===== config.mk =====
export PLATFORM = sky130hd
export DESIGN_NAME = ex_div
export DESIGN_NICKNAME = d
export VERILOG_FILES = /design/src/rtl/ex_div.sv
export SDC_FILE = /design/constraint.sdc
export NUM_CORES = 1
export LEC_CHECK = 0
export ABC_AREA = 1
export BUFFER_PORTS_ARGS = -buffer_cell sky130_fd_sc_hd__buf_4
export CORE_MARGIN = 2
export CORE_UTILIZATION = 46
export CTS_CLUSTER_DIAMETER = 100
export DETAILED_ROUTE_END_ITERATION = 12
export PLACE_DENSITY = 0.79
export SETUP_SLACK_MARGIN = 0.2
export SLEW_MARGIN = 20
export SYNTH_ARGS = -nofsm -noshare
export SYNTH_HDL_FRONTEND = slang
export SYNTH_SLANG_ARGS = --single-unit

===== constraint.sdc =====
create_clock -name clk -period 2.01 [get_ports clk]
set_input_delay 0.1005 -clock clk [delete_from_list [all_inputs] [get_ports clk]]
set_output_delay 0.1005 -clock clk [all_outputs]
set_load 0.01 [all_outputs]

===== src/rtl/ex_div.sv =====
// rtl/ex_div.sv - multi-cycle 32-bit radix-2 restoring divider with EX stall request.
// Define DIV_SIGNED_EN to honour signed_div and build the sign fix-up logic.
module ex_div #(
  parameter int DATA_W = 32,
  parameter int CNT_W  = 6
) (
  input  logic                  clk,
  input  logic                  rst,
  input  logic                  start,
  input  logic                  annul,
  input  logic                  signed_div,
  input  logic [DATA_W-1:0]     opdata1,
  input  logic [DATA_W-1:0]     opdata2,
  output logic [2*DATA_W-1:0]   result,
  output logic                  ready,
  output logic                  stallreq_from_ex
);

  typedef enum logic [1:0] {
    S_FREE   = 2'd0,
    S_BYZERO = 2'd1,
    S_ON     = 2'd2,
    S_END    = 2'd3
  } state_t;

  state_t              state;
  logic [CNT_W-1:0]    cnt;
  logic [DATA_W-1:0]   rem;
  logic [DATA_W-1:0]   quo;
  logic [DATA_W-1:0]   dvs;

  logic [DATA_W-1:0]   a_abs;
  logic [DATA_W-1:0]   b_abs;
  logic [DATA_W:0]     diff;
  logic [DATA_W-1:0]   rem_nx;
  logic [DATA_W-1:0]   quo_nx;
  logic [DATA_W-1:0]   quo_fix;
  logic [DATA_W-1:0]   rem_fix;

`ifdef DIV_SIGNED_EN
  logic a_neg;
  logic b_neg;
  logic neg_q;
  logic neg_r;

  assign a_neg   = signed_div & opdata1[DATA_W-1];
  assign b_neg   = signed_div & opdata2[DATA_W-1];
  assign a_abs   = a_neg ? (~opdata1 + 1'b1) : opdata1;
  assign b_abs   = b_neg ? (~opdata2 + 1'b1) : opdata2;
  // -2^31 / -1 falls out naturally: magnitude 2^31 negates back to itself
  assign quo_fix = neg_q ? (~quo_nx + 1'b1) : quo_nx;
  assign rem_fix = neg_r ? (~rem_nx + 1'b1) : rem_nx;
`else
  logic unused_signed_div;

  assign unused_signed_div = signed_div;
  assign a_abs   = opdata1;
  assign b_abs   = opdata2;
  assign quo_fix = quo_nx;
  assign rem_fix = rem_nx;
`endif

  // One restoring step: trial-subtract the divisor from the shifted remainder
  assign diff   = {rem, quo[DATA_W-1]} - {1'b0, dvs};
  assign rem_nx = diff[DATA_W] ? {rem[DATA_W-2:0], quo[DATA_W-1]} : diff[DATA_W-1:0];
  assign quo_nx = {quo[DATA_W-2:0], ~diff[DATA_W]};

  assign stallreq_from_ex = ((state == S_FREE) & start & ~annul) |
                            (state == S_BYZERO) | (state == S_ON);

  always_ff @(posedge clk or negedge rst) begin
    if (!rst) begin
      state  <= S_FREE;
      cnt    <= '0;
      rem    <= '0;
      quo    <= '0;
      dvs    <= '0;
      result <= '0;
      ready  <= 1'b0;
`ifdef DIV_SIGNED_EN
      neg_q  <= 1'b0;
      neg_r  <= 1'b0;
`endif
    end else if (annul) begin
      state  <= S_FREE;
      ready  <= 1'b0;
      result <= '0;
    end else begin
      case (state)
        S_FREE: begin
          if (start) begin
            cnt <= '0;
            rem <= '0;
            quo <= a_abs;
            dvs <= b_abs;
`ifdef DIV_SIGNED_EN
            neg_q <= a_neg ^ b_neg;
            neg_r <= a_neg;
`endif
            state <= (opdata2 == '0) ? S_BYZERO : S_ON;
          end
        end
        S_BYZERO: begin
          result <= '0;
          ready  <= 1'b1;
          state  <= S_END;
        end
        S_ON: begin
          rem <= rem_nx;
          quo <= quo_nx;
          cnt <= cnt + 1'b1;
          if (cnt == CNT_W'(DATA_W - 1)) begin
            result <= {rem_fix, quo_fix};
            ready  <= 1'b1;
            state  <= S_END;
          end
        end
        S_END: begin
          if (!start) begin
            ready  <= 1'b0;
            result <= '0;
            state  <= S_FREE;
          end
        end
        default: state <= S_FREE;
      endcase
    end
  end

endmodule


# Word level (Yosys, flattened, before mapping)
# Index checks and enable logic that the tools add are counted.
[totals]
ff_bits = 169
output_inout_bits = 66
elab_cells = 52
[op_classes]
add_sub_neg = 2
n_eq_ne = 8
n_mux = 21
bitwise_logic = 6
reduce_logical = 8
[ops]
columns = ["cell", "n"]
rows = [
  ["64-bit 2-to-1 mux", 3],
  ["64-bit one-hot mux with 3 select lines", 1],
  ["32-bit one-hot mux with 2 select lines", 2],
  ["32-bit 2-to-1 mux", 3],
  ["33-bit by 32-bit subtractor with 33-bit output", 1],
  ["32-bit zero test", 1],
  ["6-bit one-hot mux with 2 select lines", 1],
  ["3-bit AND reduction", 4],
  ["2-bit 2-to-1 mux", 5],
  ["2-bit one-hot mux with 4 select lines", 1],
  ["6-bit by 1-bit adder with 6-bit output, second input constant", 1],
  ["6-bit by 5-bit == test with 1-bit output, second input constant", 1],
  ["6-bit 2-to-1 mux", 1],
  ["3-bit != test, second input constant", 2],
  ["2-bit == test, second input constant", 2],
  ["4-bit nonzero test", 1],
  ["1-bit 2-to-1 mux", 3],
  ["3-bit by 2-bit != test with 1-bit output, second input constant", 1],
  ["1-bit one-hot mux with 3 select lines", 1],
  ["1-bit AND", 2],
  ["2-bit by 1-bit == test with 1-bit output, second input constant", 1],
  ["2-bit zero test", 1],
  ["2-bit != test, second input constant", 1],
  ["1-bit NOT", 2],
  ["2 further kinds", 3],
]

# Depth between registers and ports, before layout
# Gate-level depths: netlist (run 1).
[logic_depth]
word_depth = 5
ltp_mapped = 18

# Worst setup path after synthesis (run 1)
# OpenSTA, ideal clock, no wires.
[synth_timing]
kind = "flip-flop to flip-flop"
startpoint = "reg quo[31]"
endpoint = "reg rem[21]"
setup_ns = 0.118
arrival_time_ns = 2.078
path_slack_ns = -0.186
stages_incl_launch_ff = 18
period_less_slack_ns = 2.196
path_cell_list = "dfrtp_1 > inv_1 > ha_1 > inv_1 > fa_1 > nand2_1 > nand2_1 > nand3_1 > nand2_2 > nand2_2 > nand2_2 > nand2_4 > nand3_2 > nand2_4 > buf_6 > nand3_1 > nand3_1 > nand2_1"
[synth_between]
elab_chain_len = 3
[synth_lines]
columns = ["element", "line", "text"]
rows = [
  ["from (decl)", "29", "logic [DATA_W-1:0] quo;"],
  ["from (signal assigned)", "94", "quo <= a_abs;"],
  ["from (signal assigned)", "110", "quo <= quo_nx;"],
  ["33-bit by 32-bit subtractor with 33-bit output", "64", "assign diff = {rem, quo[DATA_W-1]} - {1'b0, dvs};"],
  ["32-bit 2-to-1 mux", "65", "assign rem_nx = diff[DATA_W] ? {rem[DATA_W-2:0], quo[DATA_W-1]} : diff[DATA_W-1:0];"],
  ["32-bit one-hot mux with 2 select lines", "89", "case (state)"],
  ["to (signal assigned)", "109", "rem <= rem_nx;"],
  ["to (decl)", "28", "logic [DATA_W-1:0] rem;"],
]
# No other way between the ends.
# A chain may end at the register's enable or synchronous reset.

# Worst setup path after layout (run 1)
[layout_timing]
startpoint = "reg quo[31]"
endpoint = "reg rem[5]"
# The elaborated chain is that of the path after synthesis.

==> results.json, run 1 <==
{
  "worst_pin_slew_ns": 0.615,
  "comb_power_share": 0.544,
  "start_kind": "flip-flop",
  "avgViaCountPerCell": 5.61,
  "grt_pass1_wl_mm": 50.3,
  "violations": "setup timing",
  "period_needed_ns": 2.58,
  "fin_util": 0.736,
  "port_buffers": 133,
  "hold-worst-slack_ns": 0.224,
  "cts_root_buf": "clkbuf_16",
  "die_area_um2": 22500,
  "fin_skew_ns": 0.00957,
  "wl_per_cell_um": 19.0,
  "antenna_cells": 0,
  "drive_above_1_share": 0.331,
  "rows": 53,
  "vias": 11400,
  "pre_cts_ws_ns": -0.320,
  "synth_fp_nets": 1478,
  "fin_setup_tns_ns": -29.33,
  "grt_usage": 0.284,
  "slew_viol_final": 0,
  "seqPwrFrac": 0.273,
  "p_int_mw": 10.3,
  "fmaxAchievable_ghz": 0.387,
  "setup_slack_ns": -0.572,
  "synth_flop_cell": "dfrtp_1",
  "async_reset_ff_frac": 1.00,
  "critPathArrivalTime_ns": 2.96,
  "cellPowerDensity_nw_per_um2": 1200,
  "cp-end-kind": "flip-flop",
  "insertion_delay_ns": 0.44,
  "reg2regPathDepth": 19,
  "grt_pass1_vias": 10200,
  "synth.area.top_cells": "dfrtp_1, nand2_1, nand3_1",
  "drtAntennaViolNets": 0,
  "fin_nets": 1851,
  "area_growth_pct": 57.1,
  "crit_type": "flip-flop to flip-flop",
  "htree_levels": 4,
  "hold_path.class": "input pin to asynchronous set/reset pin",
  "syn_area_um2": 9810,
  "irDropWorstVdd_mv": 0.836,
  "synth_edf_count": 0,
  "outcome": "finished, violations left",
  "syn_area_per_cell_um2": 7.16,
  "clockPowerShare": 0.183,
  "place_congestion": 0.986,
  "yosys_warnings": 0,
  "crit_required_ns": 2.38,
  "die_h_um": 150,
  "final_common_cell": "nand2_1",
  "ys_ff_latch": 169,
  "core_um2": 21000,
  "hold_viol": 0,
  "drt-initial-drc-count": 1130,
  "initial_utilization": 0.468,
  "cts_tree": "done",
  "ff_latch_area_um2": 4230,
  "multiInputGateArea_um2": 5890,
  "cts_buffers": 17,
  "setup_viol": 76,
  "finalPower_mw": 18.4,
  "post-route-period-util": 1.28,
  "cts.sinks": 169,
  "cts.path.max_buffers": 2,
  "p_leak_nw": 8.08,
  "dp_hpwl_mm": 22.1,
  "cp_max_fo": 8,
  "grt_max_degree": 61,
  "n_fill_cell": 1414,
  "yosysTopAreaCellShare": 0.431,
  "switchingPower_mw": 8.12,
  "rsz0062_at_grt": "true",
  "drc": 0,
  "max_cap_violations": 0,
  "wl_mm": 38.6,
  "final_cell_mix": "nand2_1, buf_4, dfrtp_1, inv_1, nand3_1",
  "syn_inst": 1371,
  "grt_overflow": 0,
  "synth.distinct_cells": 36,
  "max_slew_margin": 0.590,
  "antenna_found_initial": 0,
  "yosysSeqAreaShare": 0.431,
  "yosysTopAreaCell": "dfrtp_1",
  "pin_count": 135,
  "clkTransAtPathRegs_ns": 0.07,
  "switching_share": 0.440,
  "drt_pass1_iterations": 7,
  "fp.dieW_um": 150
}
==> per-stage QoR <==
step / std cells / area [µm²]
floorplan: 1371 / 9860
global placement: 1888 / 12300
detailed placement: 1888 / 12300
CTS: 1995 / 13800
global route: 2032 / 15400
finish: 2032 / 15400
==> cell usage after synthesis, types with 2 or more instances <==
cell	count
a21o_1	2
a21oi_1	22
a21oi_2	3
a31oi_1	33
and2_1	2
buf_1	7
buf_2	9
buf_4	4
buf_6	2
clkbuf_1	33
dfrtp_1	169
ha_1	37
inv_1	146
inv_2	11
nand2_1	514
nand2_2	6
nand2_4	5
nand3_1	144
nand3_2	2
nand3b_1	4
nand4_1	16
nor2_1	79
nor2_2	4
nor3_1	8
nor4_1	10
o21ai_0	66
o21ai_1	9
o21bai_1	5
o22ai_1	2
xor2_1	11
==> what timing repair did <==
item / CTS / global route
gates resized for setup: 39 / 250
buffers inserted: 6 / 19
endpoints found under the setup margin: 132 / 116
cloned: 3 / 18
hold buffers: 66 / 0
pin swaps: 9 / 88
hold endpoints to repair: 116 / 0
==> state kept, by name, indices dropped and copies added, names as in the netlist <==
| register | flops |
|---|---|
| ready | 1 |
| result | 64 |
| quo | 32 |
| cnt | 6 |
| rem | 32 |
| state | 2 |
| dvs | 32 |
==> cells by family (layout without fill, tap and decap cells) <==
family	count (synthesis)	count (layout)	share of synthesized area
AO/OA/AOI/OAI	144	144	0.0823
XOR/XNOR	11	11	0.00982
adder cells (fa/ha/maj)	38	38	0.0492
buffers and inverters	213	597	0.0857
flip-flops	169	169	0.431
AND/OR/NAND/NOR	796	798	0.342
==> per-layer routing <==
metal,track usage,vias up,wire [µm]
met5,0,-,0
met4,0.0939,0,1880
met3,0.0546,160,3080
met2,0.468,684,18900
met1,0.379,5415,14700
li1,-,5144,-
==> path summary, 6_finish.rpt <==
check	startpoint	slack, ns	end
setup / recovery	quo[31]	-0.57	rem[5]
hold / removal	rst	0.22	dvs[5]
setup reg to reg	quo[31]	-0.57	rem[5]
hold reg to reg	result[55]	0.48	result[55]
max in group asynchronous	rst	1.06	result[43]
min in group clk	start	0.24	state[1]
==> power by group through the flow <==
stage	combinational, mW	sequential (mW)	clock (mW)
after detailed placement	7.43	4.86	0
after floorplan	4.11	4.87	0
after CTS	7.80	4.81	3.36
after global placement	7.29	4.83	0
final	10.0	5.04	3.36
after global routing	10.8	5.11	3.55
==> critical path, stage by stage, from the launching register on <==
cell and delay, ns:
dfrtp_1 0.40, inv_2 0.08, ha_4 0.14, inv_2 0.04, fa_2 0.35, nand2_2 0.07
nand2_2 0.07, nand3_2 0.07, nand2_2 0.06, nand2_2 0.09, nand2_2 0.08, nand2_4 0.12
buf_12 0.11, nand2_8 0.07, nand2_8 0.14, buf_12 0.15, nand3_1 0.12, nand2_1 0.13
nand3_1 0.10, nand2_1 0.12
==> cell type report <==
| type | count | area share |
|---|---|---|
| multi-input combinational | 991 | 0.382 |
| sequential | 169 | 0.274 |
| timing repair buffer | 406 | 0.243 |
| inverter | 158 | 0.0403 |
| clock buffer | 20 | 0.0296 |
| tap | 275 | 0.0223 |
| clock inverter | 12 | 0.00836 |
| timing repair inverter | 1 | 0.000406 |
Note: power is estimated with default switching activity, not from simulation.
==> run 2: changes to the inputs <==
--- a/config.mk
+++ b/config.mk
@@ -11,7 +11,7 @@
 export CORE_UTILIZATION = 46
 export CTS_CLUSTER_DIAMETER = 100
 export DETAILED_ROUTE_END_ITERATION = 12
-export PLACE_DENSITY = 0.79
+export PLACE_DENSITY = 0.76
 export SETUP_SLACK_MARGIN = 0.2
 export SLEW_MARGIN = 20
 export SYNTH_ARGS = -nofsm -noshare
==> constraint.sdc (replaced) <==
create_clock -name clk -period 2.64 [get_ports clk]
set_input_delay 0.132 -clock clk [delete_from_list [all_inputs] [get_ports clk]]
set_output_delay 0.132 -clock clk [all_outputs]
set_load 0.01 [all_outputs]
==> results.json, run 2 (same netlist as run 1, synthesis figures left out) <==
{
  "crit_slowest_cell": "dfrtp_1",
  "final_area_um2": 12800,
  "n_fill_cell": 1863,
  "die_h_um": 150,
  "cp-endpoint": "result[54]",
  "die_area_um2": 22500,
  "post-route-period-util": 0.917,
  "use_met2": 0.397,
  "r2r-start": "rem[9]",
  "max_cap_violations": 0,
  "grt_max_degree": 77,
  "wl_per_cell_um": 15.6,
  "grt_pass1_vias": 9199,
  "r2r-end": "result[54]",
  "fp.dieW_um": 150,
  "cts.sinks": 169,
  "critPathBufInv": 1,
  "rsz0062_at_grt": "true",
  "grt-busiest-layer": "met2",
  "max_slew_margin": 0.615,
  "ff2ff_setup_slack_ns": 0.22,
  "drtAntennaViolNets": 0,
  "drive_above_1_share": 0.164,
  "place_congestion": 0.896,
  "antenna_found_initial": 0,
  "cts.path.max_buffers": 2,
  "irDropWorstVdd_mv": 0.567,
  "grt_use_met3": 0.0527,
  "vias": 9753,
  "rows": 53,
  "port_buffers": 133,
  "critPathTopFamily": "simple AND/OR/NAND/NOR gates",
  "final_cell_mix": "nand2_1, dfrtp_1, buf_4, inv_1, nand3_1",
  "pin_count": 135,
  "htree_levels": 4,
  "drc": 0,
  "crit_start": "rem[9]",
  "worstSetupPathDepth": 14,
  "fin_nets": 1671,
  "reg2regPathDepth": 14,
  "clkTransAtPathRegs_ns": 0.07,
  "cts_tree": "done",
  "drt_pass1_iterations": 8,
  "cts_root_buf": "clkbuf_16",
  "p_leak_nw": 6.88,
  "wl_mm": 28.9,
  "grt_usage": 0.255,
  "core_um2": 21000,
  "worst_pin_slew_ns": 0.577,
  "cp_max_fo": 15,
  "fmaxAchievable_ghz": 0.413,
  "area_growth_pct": 30.2,
  "cts_buffers": 17,
  "slew_viol_final": 0,
  "cp-end-kind": "flip-flop",
  "outcome": "complete, no violations",
  "grt_use_met1": 0.363,
  "slowest_delay_ns": 0.44,
  "avgViaCountPerCell": 5.27,
  "fin_skew_ns": 0.00979,
  "antenna_cells": 0,
  "insertion_delay_ns": 0.43,
  "hold_path.class": "input pin to flip-flop",
  "critical_path.cell_chain": "ha_1, nand2_1, inv_2, nand2_1, nor2_2, nand2_2, nand2_2, nand2_4, nand2_8, nand2_8, nand2_8, nand3_1, nand3_1, nand2_1",
  "dp_hpwl_mm": 19.8,
  "drt-initial-drc-count": 707,
  "placed_area_um2": 11100,
  "hold-worst-slack_ns": 0.0164,
  "initial_utilization": 0.468,
  "grt_pass1_wl_mm": 45.4,
  "start_kind": "flip-flop",
  "grt_overflow": 0,
  "final_common_cell": "nand2_1",
  "critPathArrivalTime_ns": 2.74,
  "cellPowerDensity_nw_per_um2": 875,
  "period_needed_ns": 2.42,
  "largest_reg_flops": 64,
  "setup_viol": 0,
  "fin_setup_tns_ns": 0,
  "hold_viol": 0,
  "crit_type": "flip-flop to flip-flop",
  "regMostFlops": "result",
  "crit_required_ns": 2.96
}
[run 2: changes by cell type in the layout (fill, tap and decap cells not counted), sizes merged]
cell	delta
clkinvlp	-1
dlygate4sd3	-2
clkbuf	-6
inv	-1
nand3	-1
buf	-169
[run 2: layer usage]
metal  vias up  routed length, µm
li1       4769                  -
met1      4572              13100
met2       367              13100
met3        45               2120
met4         0                489
met5         -                  0
[run 2: power breakdown]
group | switching (mW) | internal (mW)
Clock | 1.11 | 1.37
Combinational | 3.31 | 1.73
Sequential | 0.352 | 3.31
Total | 4.77 | 6.41
[run 2: how the worst min path moves through the flow]
stage	start	endpoint	slack, ns	cells after the start
after global routing	opdata1[0]	quo[0]	0.03	3
after global placement	rst	dvs[5]	0.13	1
after detailed placement	rst	dvs[5]	0.13	1
after floorplan	rst	cnt[0]	-0.16	0
final	opdata1[0]	quo[0]	0.02	3
after CTS	opdata1[0]	quo[0]	0.002	3
[run 2: tightest hold or removal path: cells and delay by family]
kind	cells	cell delay (ns)
AOI/OAI and AO/OA	2	0.19
buffers and inverters	1	0.08
[run 2: cell type report]
class	count	area, µm²	area share
clock buffers	21	460	0.0360
clock inverters	11	111	0.00872
inverters	158	594	0.0465
multi-input cells	990	4960	0.388
flip-flops and latches	169	4230	0.331
well taps	275	344	0.0269
repair buffers	228	2080	0.163
[run 2: repair_timing]
action / in CTS / in global routing
pin swaps: 1 / 13
hold buffers: 64 / 0
setup buffers: 1 / 7
gates resized for setup: 13 / 36
setup endpoints to repair: 56 / 68
cloned: 0 / 5
endpoints found under the hold margin: 114 / 0
[run 2: through the flow]
stage	total power [mW]	instances	setup slack (ns)	utilization
after floorplan	6.83	1371	0.444	-
after global placement	8.29	1743	0.143	0.532
after detailed placement	8.39	1743	0.0912	0.532
after CTS	11.0	1840	0.200	0.593
after global routing	12.0	1852	0.0827	0.610
final	11.2	1852	0.219	0.610
